$ cat src/rtl/phase_controller.sv
`default_nettype none
// ============================================================================
//  Module   : phase_controller
//  Purpose  : Eight-phase VeriRisc instruction sequencer with sticky halt and
//             a retired-instruction counter.
//  Revision : 1.0 - initial release
// ============================================================================
module phase_controller #(
    parameter int CNT_WIDTH = 16
) (
    input  logic                 clk,
    input  logic                 rst,
    input  logic                 enable,
    input  logic [2:0]           opcode,
    input  logic                 zero,
    output logic [2:0]           phase,
    output logic                 sel,
    output logic                 rd,
    output logic                 wr,
    output logic                 ld_ir,
    output logic                 ld_ac,
    output logic                 ld_pc,
    output logic                 inc_pc,
    output logic                 data_e,
    output logic                 halt,
    output logic [CNT_WIDTH-1:0] instr_count
);

    localparam logic [2:0] c_OP_HLT = 3'd0;
    localparam logic [2:0] c_OP_SKZ = 3'd1;
    localparam logic [2:0] c_OP_ADD = 3'd2;
    localparam logic [2:0] c_OP_AND = 3'd3;
    localparam logic [2:0] c_OP_XOR = 3'd4;
    localparam logic [2:0] c_OP_LDA = 3'd5;
    localparam logic [2:0] c_OP_STO = 3'd6;
    localparam logic [2:0] c_OP_JMP = 3'd7;

    localparam logic [2:0] c_PH_INST_ADDR  = 3'd0;
    localparam logic [2:0] c_PH_INST_FETCH = 3'd1;
    localparam logic [2:0] c_PH_INST_LOAD  = 3'd2;
    localparam logic [2:0] c_PH_IDLE       = 3'd3;
    localparam logic [2:0] c_PH_OP_ADDR    = 3'd4;
    localparam logic [2:0] c_PH_OP_FETCH   = 3'd5;
    localparam logic [2:0] c_PH_ALU_OP     = 3'd6;
    localparam logic [2:0] c_PH_STORE      = 3'd7;

    logic [2:0]           r_phase;
    logic                 r_halted;
    logic [CNT_WIDTH-1:0] r_instr_count;

    logic w_aluop;
    logic w_hlt;
    logic w_advance;

    assign w_aluop   = (opcode == c_OP_ADD) || (opcode == c_OP_AND) ||
                       (opcode == c_OP_XOR) || (opcode == c_OP_LDA);
    assign w_hlt     = (opcode == c_OP_HLT);
    assign w_advance = enable && !r_halted;

    // Detecting HLT in OP_ADDR parks the phase there instead of advancing.
    always_ff @(posedge clk) begin
        if (rst) begin
            r_phase       <= c_PH_INST_ADDR;
            r_halted      <= 1'b0;
            r_instr_count <= '0;
        end else if (w_advance) begin
            if ((r_phase == c_PH_OP_ADDR) && w_hlt) begin
                r_halted <= 1'b1;
            end else begin
                r_phase <= r_phase + 3'd1;
                if (r_phase == c_PH_STORE) begin
                    r_instr_count <= r_instr_count + CNT_WIDTH'(1);
                end
            end
        end
    end

    always_comb begin
        sel    = 1'b0;
        rd     = 1'b0;
        wr     = 1'b0;
        ld_ir  = 1'b0;
        ld_ac  = 1'b0;
        ld_pc  = 1'b0;
        inc_pc = 1'b0;
        data_e = 1'b0;
        halt   = 1'b0;

        case (r_phase)
            c_PH_INST_ADDR: begin
                sel = 1'b1;
            end
            c_PH_INST_FETCH: begin
                sel = 1'b1;
                rd  = 1'b1;
            end
            c_PH_INST_LOAD, c_PH_IDLE: begin
                sel   = 1'b1;
                rd    = 1'b1;
                ld_ir = 1'b1;
            end
            c_PH_OP_ADDR: begin
                // PC is left pointing at a HLT so a restart re-fetches it.
                inc_pc = !w_hlt;
                halt   = w_hlt;
            end
            c_PH_OP_FETCH: begin
                rd = w_aluop;
            end
            c_PH_ALU_OP: begin
                rd     = w_aluop;
                inc_pc = (opcode == c_OP_SKZ) && zero;
                ld_pc  = (opcode == c_OP_JMP);
                data_e = (opcode == c_OP_STO);
            end
            c_PH_STORE: begin
                rd     = w_aluop;
                ld_pc  = (opcode == c_OP_JMP);
                data_e = (opcode == c_OP_STO);
                ld_ac  = w_aluop;
                wr     = (opcode == c_OP_STO);
            end
            default: begin
                sel = 1'b0;
            end
        endcase

        if (!enable) begin
            ld_ir  = 1'b0;
            ld_ac  = 1'b0;
            ld_pc  = 1'b0;
            inc_pc = 1'b0;
            wr     = 1'b0;
        end

        if (r_halted) begin
            sel    = 1'b0;
            rd     = 1'b0;
            wr     = 1'b0;
            ld_ir  = 1'b0;
            ld_ac  = 1'b0;
            ld_pc  = 1'b0;
            inc_pc = 1'b0;
            data_e = 1'b0;
            halt   = 1'b1;
        end
    end

    assign phase       = r_phase;
    assign instr_count = r_instr_count;

endmodule
`default_nettype wire
$ cat config.mk
export PLATFORM = sky130hd
export DESIGN_NAME = phase_controller
export DESIGN_NICKNAME = d
export VERILOG_FILES = /design/src/rtl/phase_controller.sv
export SDC_FILE = /design/constraint.sdc
export NUM_CORES = 1
export LEC_CHECK = 0
export CAP_MARGIN = 20
export CORE_ASPECT_RATIO = 1.2
export CORE_MARGIN = 8
export CORE_UTILIZATION = 25
export CTS_CLUSTER_DIAMETER = 80
export DETAILED_ROUTE_END_ITERATION = 8
export PLACE_DENSITY_LB_ADDON = 0.2
export SYNTH_ARGS = -nofsm -noshare
export SYNTH_HDL_FRONTEND = slang
export SYNTH_SLANG_ARGS = --single-unit
$ cat constraint.sdc
create_clock -name clk -period 2.6 [get_ports clk]
set_clock_uncertainty 0.1 [all_clocks]
set_input_delay 0.39 -clock clk [delete_from_list [all_inputs] [get_ports clk]]
set_output_delay 0.39 -clock clk [all_outputs]
set_load 0.05 [all_outputs]
[Word-level counts from Yosys, hierarchy flattened]
Index checks and enable logic that the tools add are counted.
Widths: inputs -> output; s select.
Cells by class
  $add $sub $neg: 2
  equality and inequality tests: 14
  muxes and demuxes: 23
  bitwise gates (word level): 1
  reduce and logical (&&, ||, !) cells: 18
Operator list (count)
  $eq 3x3->1 const B: 8
  $mux 1: 21
  $add 16x1->16 const B: 1
  $eq 3x2->1 const B: 4
  $eq 3x1->1 const B: 2
  $logic_not 3->1: 2
  $reduce_or 3->1: 2
  $pmux 1 s2: 2
  $reduce_and 2->1: 2
  $reduce_or 2->1: 2
  $reduce_or 4->1: 1
  $add 3x1->3 const B: 1
  $logic_and 1x1->1: 3
  $logic_or 1x1->1: 3
  $reduce_and 3->1: 1
  $logic_not 1->1: 2
  $not 1->1: 1
Storage, ports and cells
  flip-flop bits (word level): 20
  input bits: 7
  output and inout bits: 28
  logic and storage cells: 61

[Logic depth before layout (Yosys ltp)]
  depth in word-level cells: 7
  depth in mapped cells: 7
  depth with buffers taken out: 6

[Worst setup path before layout]
OpenSTA, ideal clock, no wires.
  kind: register to output
  from: register r_phase[1] (netlist: phase[1])
  to: output ld_pc
  arrival time: 2.759 ns
  required time: 2.110 ns
  setup slack: -0.649 ns
  stages on the path, launching flop included: 5
  buffers on the path: 0
  path through: dfxtp_1 -> ha_1 -> ha_1 -> a21oi_1 -> nor4bb_1
Between the ends
  cells in the longest elaborated chain, start to end: 5
  elaborated cells on any way between the ends: 6
  classes of those cells: eq/ne (2); mux (3); reduce/logical (1)
Ends and longest elaborated chain
  from (decl): line 47  | logic [2:0] r_phase;
  from (signal assigned): line 63  | r_phase <= c_PH_INST_ADDR;
  from (signal assigned): line 70  | r_phase <= r_phase + 3'd1;
  $eq 3x3->1: line 89  | case (r_phase)
  $reduce_or 2->1 (no source line) (*)
  $mux 1 (*)
  $mux 1 (*): line 128  | if (!enable) begin
  $mux 1 (*): line 136  | if (r_halted) begin
  to (decl): line 22  | output logic ld_pc,
Mark *: on every way between the ends. The rest lies on a longest branch, timed or not.

[Final worst setup path]
  from: register r_phase[0] (netlist: phase[0])
  to: output halt
Between the ends
  cells in the longest elaborated chain, start to end: 3
Ends and longest elaborated chain
  $eq 3x3->1: line 89
  $mux 1: line 89
  $mux 1: line 136
  to (decl): line 25  | output logic halt,
Every way passes these cells.

==> flow_summary_export.csv <==
group,metric,value,unit
critical_path,critPathArrivalTime,1.86,ns
layout,finalNetCount,185,
critical_path,slowest_stage,"dfxtp_1",
floorplanning,die_area,6929,µm²
critical_path,critPathMaxFanout,8,
hold_path,min_from,"instr_count[15]$_SDFFE_PP0P_",
synthesis,yosys_warnings,0,
power_and_ir_drop,pwr-share-comb,22.8,%
layout,drive_above_1_share,14.12,%
critical_path,rr_worst_depth,6,
power_and_ir_drop,p_leak,0.6079,nW
floorplanning,fp-row-count,27,
synthesis,synth_edf_count,0,
clock_tree,cts_tree,"yes",
global_route,grt_pass1_wl,5540,µm
global_route,track_usage,9.736,%
synthesis,synth-seq-cells,20,
placed_design,placed_cell_area,1647,µm²
floorplanning,die_w,77.34,µm
floorplanning,die_h,89.60,µm
synthesis,syn_area,1129,µm²
sta,report.final.slew_viol_count,0,
synthesis,synth-seq-area-share,35.48,%
synthesis,ys_top_cells_by_area,"dfxtp_1 (35%), ha_1 (7.8%), a21oi_1 (6.7%)",
critical_path,r2r-start,"phase[1]$_SDFFE_PP0P_",
synthesis,synth_cell_types,31,
hold_path,whs_path_depth,2,
sta,post-route-min-period,2.352,ns
critical_path,crit_family,"simple AND/OR/NAND/NOR gates",
global_route,grt_max_degree,21,
power_and_ir_drop,total_power,0.7176,mW
placed_design,place_hpwl,2553,µm
layout,area_growth,51.00,%
layout,fillCellCount,474,
clock_tree,cts-root-buf,"clkbuf_8",
sta,max_freq,425.1,MHz
critical_path,cpPeakStageDelay,0.42,ns
sta,finalSetupViolations,0,
global_route,grt_pass1_vias,1119,
critical_path,start_kind,"flop",
detailed_routing,totalWireLength,3258,µm
synthesis,synth_nets,148,
critical_path,crit_chain,"inv_1 > ha_1 > nand2_2 > nor2_1 > or2_2 > buf_12",
synthesis,async_flop_share,0,%
detailed_routing,routedWlPerCell,14.29,µm
placed_design,placed_cells,224,
sta,rsz0062_at_grt,"no",
layout,final_area,1704,µm²
hold_path,hp-class,"flop to flop",
detailed_routing,drc_errors,0,
synthesis,yosys.area.top_type,"dfxtp_1",
global_route,antenna_found_initial,0,
clock_tree,cts_sinks,20,
synthesis,synthCells,134,
detailed_routing,via_per_inst,4.842,
floorplanning,ios,35,
power_and_ir_drop,ir_drop,0.1924,mV
placed_design,dpl_worst_slack,0.2382,ns
global_route,grt_overflow,0,
outcome,outcome,"finished clean",
job,maxCapViolations,0,
detailed_routing,dr.pass1.iters,4,
sta,layout_setup_ws,0.2478,ns
floorplanning,initial_core_util,25.31,%
placed_design,gp_congestion,0.7767,
detailed_routing,drt_iter0_drc,69,
critical_path,r2r_end,"instr_count[15]$_SDFFE_PP0P_",
power_and_ir_drop,p_int,0.5097,mW
critical_path,crit_required,2.11,ns
synthesis,synth_common_cells,"dfxtp_1 (20), a21oi_1 (15), nor2_1 (15), o21ai_0 (10), or3_1 (10)",
synthesis,yosys.area.top_type_share,35.48,%
layout,multiInputGateArea,720.7,µm²
sta,setup_tns,0,ns
synthesis,synth.avg_cell_area,8.422,µm²
floorplanning,core,4459,µm²
clock_tree,clk_latency,0.25,ns
critical_path,end_kind,"primary output",
sta,fin_crit_sh,90.47,%
synthesis,synth.most_common_cell,"dfxtp_1",
layout,seq_area,400.4,µm²
clock_tree,clkTransAtPathRegs,0.08,ns
detailed_routing,drtAntennaViolNets,0,
clock_tree,cts_htree_levels,1,
critical_path,reg2reg_slack,0.32,ns
clock_tree,cts_setup_buffers,0,
critical_path,critical_path_class,"flop to primary output",
layout,diodes,0,
placed_design,port_buffers,34,
detailed_routing,num_vias,1104,
power_and_ir_drop,pwr_density_cell,421.1,nW/µm²
power_and_ir_drop,switching_share,28.97,%
power_and_ir_drop,p_sw,0.2079,mW
clock_tree,cts_buffers,3,
clock_tree,clockBufferDepth,2,
power_and_ir_drop,clkPwrFrac,32.7,%
sta,max_slew_margin,50.68,%
layout,fin_cells,228,
sta,hold_viol,0,
synthesis,synthFlopType,"dfxtp_1",
sta,max_slew.worst_pin.slew,0.7374,ns
power_and_ir_drop,p_seq_share,44.4,%
critical_path,critical_path_buf_inv_count,2,
hold_path,whs_endpoint,"instr_count[15]$_SDFFE_PP0P_",
registers in the layout, indices dropped and copies added (netlist names):
signal / flops
r_halted: 1
instr_count: 16
phase: 3
worst reg2reg max path, cell delays in order (launching register included):
cell and delay [ns]:
dfxtp_1 0.43, ha_1 0.23, ha_1 0.24, and3b_1 0.37, o2111ai_4 0.24, or4_1 0.45, a21oi_1 0.15
metrics by stage:
step / hold slack [ns] / util (%)
3_5_place_dp: 0.3716 / 36.92
6_report: 0.3903 / 38.22
3_3_place_gp: 0.3693 / 36.92
5_1_grt: 0.4332 / 38.22
4_1_cts: 0.3896 / 38.16
2_1_floorplan: 0.4307 / -
cell usage in the layout (no fill, tap or decap), drive strengths merged, types with 6 or more instances in the layout:
cell	synthesis	final
buf	2	11
a21oi	15	15
o21ai	12	12
ha	7	7
dfxtp	20	20
nor2	15	15
or3	10	10
clkdlybuf4s50	0	25
inv	6	6
nand2	7	7
final cells by class:
| class | instances | area share [%] |
|---|---|---|
| inverter | 6 | 1.322 |
| tap | 58 | 4.258 |
| sequential | 20 | 23.49 |
| multi-input combinational | 104 | 42.29 |
| timing repair buffer | 36 | 25.40 |
| clock buffer | 4 | 3.231 |
how the worst max path moves through the flow:
| stage | start | to | slack, ns | cells after the start |
|---|---|---|---|---|
| after floorplan | phase[1]$_SDFFE_PP0P_ | rd | 0.01 | 5 |
| after global placement | opcode[0] | instr_count[12]$_SDFFE_PP0P_ | 0.29 | 6 |
| after detailed placement | opcode[0] | instr_count[12]$_SDFFE_PP0P_ | 0.24 | 6 |
| after CTS | phase[0]$_SDFFE_PP0P_ | halt | 0.11 | 6 |
| after global routing | phase[1]$_SDFFE_PP0P_ | instr_count[12]$_SDFFE_PP0P_ | 0.12 | 6 |
| final | phase[0]$_SDFFE_PP0P_ | halt | 0.25 | 6 |
logic make-up after synthesis:
logic type	count (synthesis)	synth area share [%]
AO/OA/AOI/OAI	37	21.40
XOR/XNOR	7	5.432
adder cells (fa/ha/maj)	7	7.760
buffers and inverters	10	3.991
flip-flops	20	35.48
multiplexers	2	1.774
AND/OR/NAND/NOR	51	24.17
power by group through the flow:
stage          clock (mW)  sequential (mW)  combinational, mW
2_1_floorplan           0            0.340             0.0849
3_3_place_gp            0            0.325              0.162
3_5_place_dp            0            0.326              0.165
4_1_cts             0.240            0.319              0.165
5_1_grt             0.253            0.320              0.175
6_report            0.235            0.319              0.164
routing by layer:
layer	vias up	wire length, µm	GRT usage (%)
met4	0	14	2.577
met5	-	0	0
li1	557	-	-
met2	28	1618	17.64
met1	517	1480	11.14
met3	2	144	2.490
repair_timing:
item                                    4_1_cts  5_1_grt
resized for setup                             0        1
endpoints found under the setup margin        0        1
hold buffers                                  0        0
Power figures use the tool's default switching activity.
==> patch 1 (same settings) <==
Put one more register stage on the output `instr_count`, cleared by the reset. The value now appears one clock later. The other outputs are not delayed to match.
--- a/src/rtl/phase_controller.sv
+++ b/src/rtl/phase_controller.sv
@@ -148,5 +148,11 @@
 
     assign phase       = r_phase;
-    assign instr_count = r_instr_count;
+    always_ff @(posedge clk) begin
+        if (rst) begin
+            instr_count <= '0;
+        end else begin
+            instr_count <= r_instr_count;
+        end
+    end
 
 endmodule
Behaviour: not the same (a bounded check fails within 10 cycles, from zero or initial values and one cycle with rst high).
==> patch 1 against the unedited design <==
- routed wire length is 9.5% higher
- sequential share of layout area up 9.2 points
- design area grew 29%
- sequential cell count grew 16
- clock power rose by 73%
- setup slack lost 19 ps
- area after synthesis up 40%
- core utilization decreased by 1.8 points
- via count increased by 17%
- power grew 58%
- largest power group unchanged
- cell count grew 28%
==> patch 1: results (changes against the unedited design) <==
status=finished clean; most instantiated cells after synthesis=dfxtp_1, nor2_1, nor2b_1; post-synthesis compound-gate area fraction=12.7% (-8.7 points); initial antenna violation count=0 (unchanged); Post-CTS Repair Setup Buffers=0 (unchanged); Hold/Removal Path Class=register to register; largest net degree at the start of global routing=17 (-19%); Largest stage delay, worst path=410 ps; routing usage on met3=2.63% (+0.14 points); IO buf count=34 (unchanged); ys async rst share=0% (unchanged); Synth Warn #=0 (unchanged); VDD IR max=0.000224 V (+16%); routability cong.=0.717 (-7.7%); Post-Synth Adder-Cell Area=5.56% (-2.2 points); Seq/Total Area, Yosys=45.8% (+10 points); Final Cycle Share=91.2% (+0.72 points); clock slew at reported path FFs=70 ps; Post-Synth XOR/XNOR Area=3.89% (-1.5 points); Unique masters post-synth=36 (+16%); Slew headroom=62.0% (+11 points); DP HPWL=2650 um (+3.8%); clock root cell=clkbuf_8; vias=1288 (+17%); Post-Route WL=3570 um (+9.5%); Lkg Pwr=0.803 nW (+32%); met2 Usage GRT=14.3% (-3.3 points); insertion delay to the later sink of the worst-skew pair=280 ps (+30 ps); clk buf depth=2 (unchanged); vias per inst=4.43 (-8.6%); Mapped Nets=184 (+24%); Worst Path Arrival=1880 ps (+20 ps); CP top delay family=simple AND/OR/NAND/NOR gates; DRC Markers=0 (unchanged); dpl ws=229 ps (-9.61 ps); gr usage total=8.41% (-1.3 points); CTS H-Tree Depth=2 (+1); # resized after CTS=1 (+1); initial DRC count=35 (-49%); Post-synth top flop=dfxtp_1; total CTS buffers=5 (+2); Cells after DPL=283 (+26%); share of cells above drive strength 1=12.4% (-1.7 points); nets=222 (+20%); worst-path cell with the longest stage delay=dfxtp_1; met1 Track Usage GR=8.82% (-2.3 points); # diodes=0 (unchanged); Synth area leaders=dfxtp_1, nor2b_1, ha_1, nor2_1, a21oi_1; DR pass1 iterations=4 (unchanged); synthesized area per cell=9.27 um^2 (+10%); first-pass GRT wire length=5980 um (+7.9%); CP Max Fanout=8 (unchanged); Placed Area=2110 um^2 (+28%); post-synthesis mux area share=4.13% (+2.4 points)
-- patch 1: cell types whose count changed after synthesis, moves of 2 or more --
| cell | before | now |
|---|---|---|
| dfxtp_1 | 20 | 36 |
| nor2b_1 | 2 | 15 |
| nor2_1 | 15 | 22 |
| a21oi_1 | 15 | 11 |
| mux2_1 | 0 | 4 |
| o21ai_0 | 10 | 6 |
| or3_1 | 10 | 6 |
| nor3_1 | 1 | 4 |
| clkbuf_1 | 2 | 4 |
| nand4_1 | 4 | 2 |
| o2111ai_1 | 0 | 2 |
| o21ai_2 | 2 | 0 |
-- patch 1: worst paths after layout --
check                                      start                        endpoint  slack [ps]  cells past startpoint
hold / removal    r_instr_count[15]$_SDFFE_PP0P_      instr_count[15]$_SDFF_PP0_         390                      1
setup / recovery           phase[0]$_SDFFE_PP0P_                            halt         230                      6
hold reg to reg   r_instr_count[15]$_SDFFE_PP0P_      instr_count[15]$_SDFF_PP0_         390                      1
setup reg to reg           phase[0]$_SDFFE_PP0P_  r_instr_count[15]$_SDFFE_PP0P_         380                      6
-- patch 1: power by group --
| group | internal, W | total [W] | switching (W) |
|---|---|---|---|
| Sequential | 0.000556 | 0.000564 | 0.00000761 |
| Combinational | 0.0000647 | 0.000165 | 0.000100 |
| Clock | 0.000215 | 0.000407 | 0.000192 |
-- patch 1: cell type report --
type	count	area (um^2)
clock buffers	7	86.3
repair buffers	38	449
inverters	7	26.3
well taps	82	103
clock inverters	1	7.51
fillers	660	3850
flip-flops and latches	36	721
multi-input cells	120	811
-- patch 1: routing by layer --
layer  share of wire [%]  routed length [um]
met3                 6.1                 219
met5                   0                   0
met2                  47                1680
met1                  44                1580
met4                 2.4                  85
==> patch 2 (same settings) <==
Without the edit above. `CNT_WIDTH`: 16 -> 32.
--- a/src/rtl/phase_controller.sv
+++ b/src/rtl/phase_controller.sv
@@ -7,5 +7,5 @@
 // ============================================================================
 module phase_controller #(
-    parameter int CNT_WIDTH = 16
+    parameter int CNT_WIDTH = 32
 ) (
     input  logic                 clk,
Ports: changed (resized instr_count); port bits go from 35 to 51. The function was not compared with the original's and may differ.
==> patch 2 against the unedited design <==
- via count rose by 69%
- sequential power rose by 76%
- count of clock-buffer cells in the layout rose by 2
- routed wire length rose by 66%
- design area rose by 66%
- setup slack got worse by 44 ps
- sequential cell count rose by 16
- area after synthesis rose by 74%
- critical path type unchanged
- non-clock buffer count rose by 25
- sequential share of layout area rose by 2.0 points
- power rose by 53%
- register-to-register slack got worse by 20 ps
- first-iteration DRC count fell by 10%
==> patch 2: results (changes against the unedited design) <==
status=finished clean; insertion delay to the later sink of the worst-skew pair=290 ps (+40 ps); total CTS buffers=5 (+2); first-pass GRT wire length=9140 um (+65%); share of cells above drive strength 1=16.4% (+2.3 points); VDD IR max=0.000180 V (-6.4%); CP top delay family=adder cells; routability cong.=0.787 (+1.4%); DP HPWL=4260 um (+67%); Placed Area=2750 um^2 (+67%); cell count after synthesis=231 (+72%); # diodes=0 (unchanged); largest net degree at the start of global routing=15 (-29%); worst-path cell with the longest stage delay=nor4bb_2; Worst Path Arrival=1910 ps (+50 ps); IO buf count=50 (+47%); Unique masters post-synth=45 (+45%); initial DRC count=62 (-10%); CTS H-Tree Depth=2 (+1); Seq/Total Area, Yosys=36.6% (+1.1 points); vias per inst=4.85 (+0.25%); Final Non-Filler Cells=384 (+68%); Lkg Pwr=1.02 nW (+68%); CP Max Fanout=5 (-3); Mapped Nets=246 (+66%); filler cell count=819 (+73%); Synth area leaders=dfxtp_1, nor2_1, xor2_1, xnor2_1, ha_1; Cells after DPL=377 (+68%)
patch 2: cell types whose count changed after synthesis, sizes merged, moves of 10 or more:
cell	unedited run	this run
dfxtp	20	36
nor3	1	11
xnor2	3	13
xor2	4	14
nor2	15	37
nand4	4	17
patch 2: worst register-to-register path: stages, from the launching register on:
cell and delay, ps:
dfxtp_1 410, ha_1 210, ha_1 260, nand3b_4 130, nor3_4 370, nand2_4 110
or4_1 480, a21oi_1 150
patch 2: cell families (layout without fill, tap and decap cells):
kind of cell / count (synthesis) / in the layout / synth area share [%]
compound gates: 24 / 24 / 8.14
xor+xnor: 27 / 27 / 12.0
fa+ha+maj: 8 / 8 / 5.09
buf+inv: 14 / 75 / 2.86
flops: 36 / 36 / 36.6
mux: 1 / 1 / 0.509
simple gates: 121 / 121 / 34.8
patch 2: stage by stage:
| step | worst slack (ps) | setup TNS [ps] |
|---|---|---|
| after floorplan | -195 | -195 |
| after detailed placement | 196 | 0 |
| after CTS | 152 | 0 |
| final | 204 | 0 |
| after global placement | 244 | 0 |
| after global routing | 31.6 | 0 |
patch 2: worst paths after layout:
check | startpoint | end | slack (ps) | cells past startpoint
setup / recovery | phase[1]$_SDFFE_PP0P_ | ld_pc | 200 | 5
hold / removal | instr_count[31]$_SDFFE_PP0P_ | instr_count[31]$_SDFFE_PP0P_ | 390 | 2
setup reg to reg | phase[1]$_SDFFE_PP0P_ | instr_count[31]$_SDFFE_PP0P_ | 300 | 7
hold reg to reg | instr_count[31]$_SDFFE_PP0P_ | instr_count[31]$_SDFFE_PP0P_ | 390 | 2
patch 2: what timing repair did:
item	CTS	global route
resized for setup	0	1
setup endpoints to repair	0	1
hold buffers	0	0
patch 2: final cells by class:
type | count | area [um^2] | area share (%)
clock inverters | 1 | 5.00 | 0.177
flip-flops and latches | 36 | 721 | 25.5
multi-input cells | 181 | 1230 | 43.5
clock buffers | 6 | 72.6 | 2.56
repair buffers | 61 | 661 | 23.3
inverters | 7 | 26.3 | 0.928
well taps | 92 | 115 | 4.07
patch 2: power breakdown:
| part | total, W | internal, W | leakage (nW) | switching [W] |
|---|---|---|---|---|
| Combinational | 0.000157 | 0.0000605 | 0.687 | 0.0000969 |
| Clock | 0.000380 | 0.000182 | 0.0410 | 0.000198 |
| Sequential | 0.000560 | 0.000555 | 0.290 | 0.00000503 |
patch 2: layer usage:
metal	GRT usage [%]	up-vias	wire length, um
met4	3.70	0	87
li1	-	938	-
met1	10.7	870	2340
met5	0	-	0
met3	3.84	9	386
met2	17.3	47	2610
